`config.mk`:
```
export PLATFORM = sky130hd
export DESIGN_NAME = sync_fifo_mem_flat
export DESIGN_NICKNAME = d
export VERILOG_FILES = /design/src/rtl/sync_fifo_mem_if.sv /design/src/rtl/sync_fifo_mem.sv /design/src/flat_wrapper.sv
export SDC_FILE = /design/constraint.sdc
export NUM_CORES = 1
export LEC_CHECK = 0
export BUFFER_PORTS_ARGS = -buffer_cell sky130_fd_sc_hd__buf_2
export CAP_MARGIN = 20
export CORE_MARGIN = 2
export CORE_UTILIZATION = 50
export DETAILED_ROUTE_END_ITERATION = 10
export GPL_TIMING_DRIVEN = 0
export MAX_ROUTING_LAYER = met4
export PLACE_DENSITY = 0.69
export SYNTH_ARGS = -nofsm -noshare
export SYNTH_HDL_FRONTEND = slang
export SYNTH_SLANG_ARGS = --single-unit
```
`constraint.sdc`:
```
create_clock -name clk -period 3.8 [get_ports clk]
set_input_delay 0.57 -clock clk [delete_from_list [all_inputs] [get_ports clk]]
set_output_delay 0.57 -clock clk [all_outputs]
set_load 0.01 [all_outputs]
```
`src/rtl/sync_fifo_mem_if.sv`:
```
// Handshake/status bundle for sync_fifo_mem: producer/consumer side is master,
// the FIFO itself is slave.
interface sync_fifo_mem_if #(
  parameter int DATA_WIDTH = 32,
  parameter int ADDR_WIDTH = 5
);
  logic                  wr_en;
  logic [DATA_WIDTH-1:0] wr_data;
  logic                  rd_en;
  logic [DATA_WIDTH-1:0] rd_data;
  logic                  rd_valid;
  logic                  full;
  logic                  empty;
  logic                  almost_full;
  logic                  almost_empty;
  logic [ADDR_WIDTH:0]   count;
  logic                  overflow;
  logic                  underflow;

  modport master (
    output wr_en, wr_data, rd_en,
    input  rd_data, rd_valid, full, empty, almost_full, almost_empty,
           count, overflow, underflow
  );

  modport slave (
    input  wr_en, wr_data, rd_en,
    output rd_data, rd_valid, full, empty, almost_full, almost_empty,
           count, overflow, underflow
  );
endinterface

```
`src/rtl/sync_fifo_mem.sv`:
```
// Single-clock FIFO on a dual-port register array with 1-cycle registered read,
// occupancy count, programmable almost flags and sticky over/underflow flags.
module sync_fifo_mem #(
  parameter int DATA_WIDTH      = 32,
  parameter int ADDR_WIDTH      = 5,
  parameter int ALMOST_FULL_TH  = 28,
  parameter int ALMOST_EMPTY_TH = 4
) (
  input logic              clk,
  input logic              rst,
  sync_fifo_mem_if.slave   bus
);
  localparam int DEPTH = 1 << ADDR_WIDTH;
  localparam int CW    = ADDR_WIDTH + 1;
  localparam logic [CW-1:0] DEPTH_C = CW'(DEPTH);
  localparam logic [CW-1:0] AF_C    = CW'(ALMOST_FULL_TH);
  localparam logic [CW-1:0] AE_C    = CW'(ALMOST_EMPTY_TH);

  logic [DATA_WIDTH-1:0] mem [DEPTH];
  logic [ADDR_WIDTH-1:0] wr_ptr, rd_ptr;
  logic [CW-1:0]         count;
  logic                  wr_acc, rd_acc;
  // vld_pipe[0] is the accepted read this cycle, vld_pipe[1] the strobe with the data
  logic [1:0]            vld_pipe;

  assign bus.full         = (count == DEPTH_C);
  assign bus.empty        = (count == '0);
  assign bus.almost_full  = (count >= AF_C);
  assign bus.almost_empty = (count <= AE_C);
  assign bus.count        = count;
  assign bus.rd_valid     = vld_pipe[1];

  assign wr_acc      = bus.wr_en & ~bus.full;
  assign rd_acc      = bus.rd_en & ~bus.empty;
  assign vld_pipe[0] = rd_acc;

  // storage is deliberately not reset; stale contents are unreachable after reset
  always_ff @(posedge clk) begin
    if (!rst && wr_acc) mem[wr_ptr] <= bus.wr_data;
  end

  always_ff @(posedge clk) begin
    if (rst) begin
      wr_ptr        <= '0;
      rd_ptr        <= '0;
      count         <= '0;
      bus.rd_data   <= '0;
      vld_pipe[1]   <= 1'b0;
      bus.overflow  <= 1'b0;
      bus.underflow <= 1'b0;
    end else begin
      vld_pipe[1] <= vld_pipe[0];
      if (wr_acc) wr_ptr <= wr_ptr + ADDR_WIDTH'(1);
      if (rd_acc) begin
        rd_ptr      <= rd_ptr + ADDR_WIDTH'(1);
        bus.rd_data <= mem[rd_ptr];
      end
      case ({wr_acc, rd_acc})
        2'b10:   count <= count + CW'(1);
        2'b01:   count <= count - CW'(1);
        default: count <= count;
      endcase
      if (bus.wr_en && bus.full)  bus.overflow  <= 1'b1;
      if (bus.rd_en && bus.empty) bus.underflow <= 1'b1;
    end
  end
endmodule

```
`src/flat_wrapper.sv`:
```
// flat-port wrapper written by rule: the top's interface ports become plain ports
module sync_fifo_mem_flat 
#(
  parameter int DATA_WIDTH      = 32,
  parameter int ADDR_WIDTH      = 5,
  parameter int ALMOST_FULL_TH  = 28,
  parameter int ALMOST_EMPTY_TH = 4
)
  (clk, rst, bus_wr_en, bus_wr_data, bus_rd_en, bus_rd_data, bus_rd_valid, bus_full, bus_empty, bus_almost_full, bus_almost_empty, bus_count, bus_overflow, bus_underflow);
  sync_fifo_mem_if #(.DATA_WIDTH(DATA_WIDTH), .ADDR_WIDTH(ADDR_WIDTH)) bus_i ();
  input logic clk;
  input logic rst;
  input wire logic [$bits(bus_i.wr_en)-1:0] bus_wr_en;
  input wire logic [$bits(bus_i.wr_data)-1:0] bus_wr_data;
  input wire logic [$bits(bus_i.rd_en)-1:0] bus_rd_en;
  output wire logic [$bits(bus_i.rd_data)-1:0] bus_rd_data;
  output wire logic [$bits(bus_i.rd_valid)-1:0] bus_rd_valid;
  output wire logic [$bits(bus_i.full)-1:0] bus_full;
  output wire logic [$bits(bus_i.empty)-1:0] bus_empty;
  output wire logic [$bits(bus_i.almost_full)-1:0] bus_almost_full;
  output wire logic [$bits(bus_i.almost_empty)-1:0] bus_almost_empty;
  output wire logic [$bits(bus_i.count)-1:0] bus_count;
  output wire logic [$bits(bus_i.overflow)-1:0] bus_overflow;
  output wire logic [$bits(bus_i.underflow)-1:0] bus_underflow;
  assign bus_i.wr_en = bus_wr_en;
  assign bus_i.wr_data = bus_wr_data;
  assign bus_i.rd_en = bus_rd_en;
  assign bus_rd_data = bus_i.rd_data;
  assign bus_rd_valid = bus_i.rd_valid;
  assign bus_full = bus_i.full;
  assign bus_empty = bus_i.empty;
  assign bus_almost_full = bus_i.almost_full;
  assign bus_almost_empty = bus_i.almost_empty;
  assign bus_count = bus_i.count;
  assign bus_overflow = bus_i.overflow;
  assign bus_underflow = bus_i.underflow;
  sync_fifo_mem #(.DATA_WIDTH(DATA_WIDTH), .ADDR_WIDTH(ADDR_WIDTH), .ALMOST_FULL_TH(ALMOST_FULL_TH), .ALMOST_EMPTY_TH(ALMOST_EMPTY_TH)) u_core (.clk(clk), .rst(rst), .bus(bus_i));
endmodule
```
### Word level (Yosys, flattened, before mapping)

Memories as Yosys holds them, arrays and structs flattened. A register that Yosys moved wholly into a read port is not among the register bits.
Cells that the tools add are included.

| operators by class | value |
|---|---|
| add/sub/neg operators | 4 |
| $mul | 0 |
| div/mod/pow operators | 0 |
| magnitude comparators | 2 |
| equality and inequality tests | 3 |
| shifts and indexed selects | 0 |
| multiplexer cells | 3 |
| bitwise gates (word level) | 4 |
| reduce and logical (&&, ||, !) cells | 6 |

Operator list:

| operator | count |
|---|---|
| one-hot mux 6 bit (2 select lines) | 1 |
| adder 5 x 1 -> 5 bit, second input constant | 2 |
| adder 6 x 1 -> 6 bit, second input constant | 1 |
| equality test 6 bit, second input constant | 1 |
| greater-or-equal comparator 6 x 5 -> 1 bit, second input constant | 1 |
| <= comparator 6 x 3 -> 1 bit, second input constant | 1 |
| logical NOT 6 bit | 1 |
| subtractor 6 x 1 -> 6 bit, second input constant | 1 |
| logical AND 1 bit | 3 |
| AND 1 bit | 2 |
| equality test 2 x 1 -> 1 bit, second input constant | 1 |
| equality test 2 bit, second input constant | 1 |
| 2-to-1 mux 1 bit | 2 |
| inverter 1 bit | 2 |
| nonzero test 2 bit | 1 |
| logical NOT 1 bit | 1 |

| word-level totals | value |
|---|---|
| register bits | 19 |
| bits in latches | 0 |
| memory bits (writable) | 1024 |
| bits in read-only memories | 0 |
| input bits | 36 |
| output and inout bits | 45 |
| logic and storage cells | 29 |
| memories | 1 |

Memories:

| name | words | width | rd ports | clocked after memory_dff | wr ports | RTL line | text |
|---|---|---|---|---|---|---|---|
| u_core.mem | 32 | 32 | 1 | 1 | 1 | sync_fifo_mem.sv:19 | `logic [DATA_WIDTH-1:0] mem [DEPTH];` |

### Depth between registers and ports, before layout

| depth | value |
|---|---|
| depth in word-level cells | 6 |
| depth in mapped cells | 15 |
| mapped depth without buffers | 11 |

### Worst setup path after synthesis

Ideal clock, no wire load.

| timing | value |
|---|---|
| path type | flip-flop to flip-flop |
| start | register u_core.count[0] (netlist: u_core.bus.count[0]) |
| end | memory u_core.mem[29][0] (enable) |
| setup time | 421 ps |
| data arrival time | 2946 ps |
| required time | 3379 ps |
| slack | 432 ps |
| stages on the path, launching flop included | 8 |
| buffers on the path | 1 |
| period minus slack after synthesis | 3368 ps |
| path through | dfxtp_1 > clkbuf_1 > nand2b_1 > o21a_1 > inv_1 > nor2_1 > nand2_1 > nor2_1 |

| between the ends | value |
|---|---|
| cells in the longest elaborated chain, start to end | 6 |

RTL lines:

| element | RTL line | text |
|---|---|---|
| start, declared | sync_fifo_mem.sv:21 | `logic [CW-1:0] count;` |
| start signal, assigned | sync_fifo_mem.sv:59 | `2'b10: count <= count + CW'(1);` |
| start signal, assigned | sync_fifo_mem.sv:60 | `2'b01: count <= count - CW'(1);` |
| start signal, assigned | sync_fifo_mem.sv:61 | `default: count <= count;` |
| equality test 6 bit | sync_fifo_mem.sv:26 | `assign bus.full = (count == DEPTH_C);` |
| inverter 1 bit | sync_fifo_mem.sv:33 | `assign wr_acc = bus.wr_en & ~bus.full;` |
| AND 1 bit | sync_fifo_mem.sv:33 |  |
| logical AND 1 bit | sync_fifo_mem.sv:39 | `if (!rst && wr_acc) mem[wr_ptr] <= bus.wr_data;` |
| 2-to-1 mux 1 bit | sync_fifo_mem.sv:39 |  |
| 2-to-1 mux 1 bit (implied by the code) | sync_fifo_mem.sv:39 |  |
| end, declared | sync_fifo_mem.sv:19 |  |

Every way passes these cells.

### Final worst setup path

| timing | value |
|---|---|
| start | register u_core.count[0] (netlist: u_core.bus.count[0]) |
| end | memory u_core.mem[26][16] (enable) |

Same word-level chain as after synthesis.

==> results.tsv <==
metric	value	unit
status	complete, but fails checks	
CTS Hold Bufs	0	
total power	28290	uW
grt ovf	0	
chip height	287.8	um
Worst Setup EP	u_core.mem[26][16]	
worst rel slew slack	21.15	%
Finished Layout Cells	3175	
Post-DRT Antenna Nets	0	
Synth Area per Inst	22.48	um2
antenna violations before repair	1	
first drt pass iteration count	5	
placed instance count	2965	
Worst Reg-to-Reg Cells	8	
routed via count	20490	
Post-synth top flop	edfxtp_1	
core area	80160	um2
reg2reg end	u_core.mem[26][16]	
sw frac	24.95	%
Crit-path slowest cell	nor2_4	
GPL Wtd Cong	0.8284	
Synth area leaders	edfxtp_1 (76%), mux4_2 (14%), dfxtp_1 (2.5%), o22ai_1 (2.0%), a22o_1 (0.67%)	
vias in the first global route	20110	
root buffer cell	clkbuf_16	
part of the power in registers	47.3	%
layout cells sized above 1	28.95	%
Reg clk slew, reported paths	0.06	ns
CP max stage delay	0.95	ns
WS Path Type	flip-flop to flip-flop	
combinational power share	15.9	%
Layout area overhead	15.74	%
wire length per cell	31.95	um
setup slack, reg-to-reg	-0.01	ns
post-synthesis register bit count	1075	
Synth top area share	76.36	%
Hold Vio Cnt, Final	0	
CP startpoint	u_core.bus.count[0]	
Netlist cell types	49	
synthesis warning total	0	
Port Buf Inserts	80	
clock share of power	36.7	%
fill count	5691	
DPL Wire Length	62.09	mm
post-route setup slack	-0.01477	ns
Post-Route WL	101.4	mm
CTS tree	done	
Post-synth top cells	edfxtp_1 (1024), mux4_2 (256), o22ai_1 (126), clkbuf_1 (68), nor2_1 (52)	
die boundary width	287.8	um
DR DRC count	0	
Net Count, Synth	1834	
Stages on worst setup path	8	
Fin Clk Skew	0.02817	ns
worst hold path type	input port to flip-flop	
CP Data Required Time	4.16	ns
Buffers & Inverters on Critical Path	3	
EDFF count, synth	1024	
Die Area	82820	um2
FMAX	262.1	MHz
# rows	104	
GR Util All Layers	25.29	%
Peak supply drop	387.4	uV
Sink Count	1075	
top-count cell post-synth	edfxtp_1	
area leader, netlist	edfxtp_1	
Critical Path End Type	flip-flop	
fin. max-slew vios	0	
vias per cell	6.454	
Num CTS Buffers	105	
Net Sw Power	7058	uW
nets	2068	
worst-case clock buffer depth	3	
fin crit share	100.4	%
pwr/cell area	607.0	nW/um2
post-route cell area	46610	um2
WHS Path Cells	3	
Syn Inst Count	1791	
crit-path cells	clkbuf_1, nand2b_1, o21a_1, inv_1, nor2_1, nand2_1, nor2_4, buf_16	
final setup vio count	19	
Leakage	0.01432	uW
Critical R2R Launch	u_core.bus.count[0]	
first-pass GRT wire length	142.6	mm
Clk Latency, worst-skew pair	0.68	ns
RSZ-0062 raised after global routing	true	
max-cap violations	0	
Tightest Pin Transition	1.183	ns
Post-DP Area	42960	um2
largest net degree at the start of global routing	33	
failing checks	negative setup slack	
initial DRC count	2955	
Seq/Total Area, Yosys	78.90	%
Final Critical Period	3.815	ns
I/O pins	81	
H-Tree Depth	3	
Pint	21230	uW
worst-path maximum fanout	20	
Starting Density	50.24	%
Post-Syn Area	40270	um2
Async SR Flop Fraction	0	%
Worst setup SP type	flip-flop	
delay-heaviest family, CP	simple AND/OR/NAND/NOR gates	
CP arrival	4.17	ns
==> final cells by class <==
| class | instances | area [um2] | area share (%) |
|---|---|---|---|
| flip-flops and latches | 1075 | 31770 | 68.17 |
| multi-input cells | 606 | 8248 | 17.70 |
| clock buffers | 142 | 2879 | 6.177 |
| well taps | 1060 | 1326 | 2.846 |
| repair buffers | 126 | 1310 | 2.811 |
| clock inverters | 54 | 575.6 | 1.235 |
| plain buffers | 104 | 469.2 | 1.007 |
| inverters | 7 | 26.28 | 0.05638 |
| diodes | 1 | 2.502 | 0.005369 |
==> sequential cells by signal, summed over array words and instances, names as in the netlist <==
name,cells
u_core.bus.count,6
u_core.bus.overflow,1
u_core.bus.rd_data,32
u_core.bus.rd_valid,1
u_core.bus.underflow,1
u_core.mem,1024
u_core.rd_ptr,5
u_core.wr_ptr,5
==> through the flow <==
step | setup slack (ns) | utilization, % | hold slack [ns] | TNS, ns
2_1_floorplan | 0.4324 | - | 0.4817 | 0
3_3_place_gp | -1.718 | 52.39 | 0.4567 | -1600.82
3_5_place_dp | 0.1288 | 53.60 | 0.4585 | 0
4_1_cts | 0.05109 | 57.91 | 0.2072 | 0
5_1_grt | -0.1363 | 58.14 | 0.2652 | -10.24
6_report | -0.01477 | 58.15 | 0.2427 | -0.1396
==> power groups by stage <==
stage	logic (uW)	clock network (uW)	registers (uW)
CTS	4530	10500	13400
detailed placement	4500	0	13600
finish	4500	10400	13400
global placement	4360	0	13600
global route	4770	11000	13400
floorplan	2890	0	13700
==> cells in the final DEF (no fill, tap or decap), types with 8 or more instances in the layout <==
cell        instances
clkbuf_1           96
clkinvlp_4          8
clkinv_2           18
clkinv_1           14
nor2_1             20
bufinv_16          10
clkbuf_16         107
buf_2             107
edfxtp_1         1024
a22o_1             31
a21oi_1            12
dfxtp_1            51
o22ai_1           126
buf_12             33
nor2_4             33
nand2_1            16
mux4_2            256
nor4_1             34
==> layer usage <==
layer,vias up,GRT usage [%],routed length (um)
met5,-,-,0
met4,0,7.876,3106
met3,191,4.739,9806
met2,1227,40.26,50350
met1,10910,33.50,38190
li1,8164,-,-
==> worst reg2reg max path, stage by stage, from the launching register on <==
cell      delay [ns]
dfxtp_1         0.47
clkbuf_1        0.39
nand2b_1        0.19
o21a_1          0.28
inv_1           0.15
nor2_1          0.26
nand2_1         0.52
nor2_4          0.96
buf_16          0.26
==> how the worst min path moves through the flow <==
stage	slack [ns]	from	endpoint
2_1_floorplan	0.48	u_core.wr_ptr[1]	u_core.wr_ptr[1]
6_report	0.24	bus_wr_en	u_core.bus.overflow
5_1_grt	0.27	bus_rd_en	u_core.bus.underflow
4_1_cts	0.21	bus_wr_en	u_core.bus.overflow
3_3_place_gp	0.46	u_core.bus.underflow	u_core.bus.underflow
3_5_place_dp	0.46	u_core.bus.rd_data[19]	u_core.bus.rd_data[19]
==> kinds of logic (layout without fill, tap and decap cells) <==
logic type	count (synthesis)	in the layout	synth area share [%]
AO/OA/AOI/OAI	184	184	3.135
other	0	1	0
buffers and inverters	111	433	1.230
adder cells (fa/ha/maj)	7	7	0.2175
flip-flops	1075	1075	78.90
AND/OR/NAND/NOR	143	144	1.852
XOR/XNOR	10	10	0.2175
multiplexers	261	261	14.45
==> what timing repair did <==
item,in CTS,in global routing
resized for setup,0,0
hold endpoints to repair,0,0
setup buffers,0,11
endpoints found under the setup margin,0,105
No activity file was read; power rests on OpenSTA's default activity.
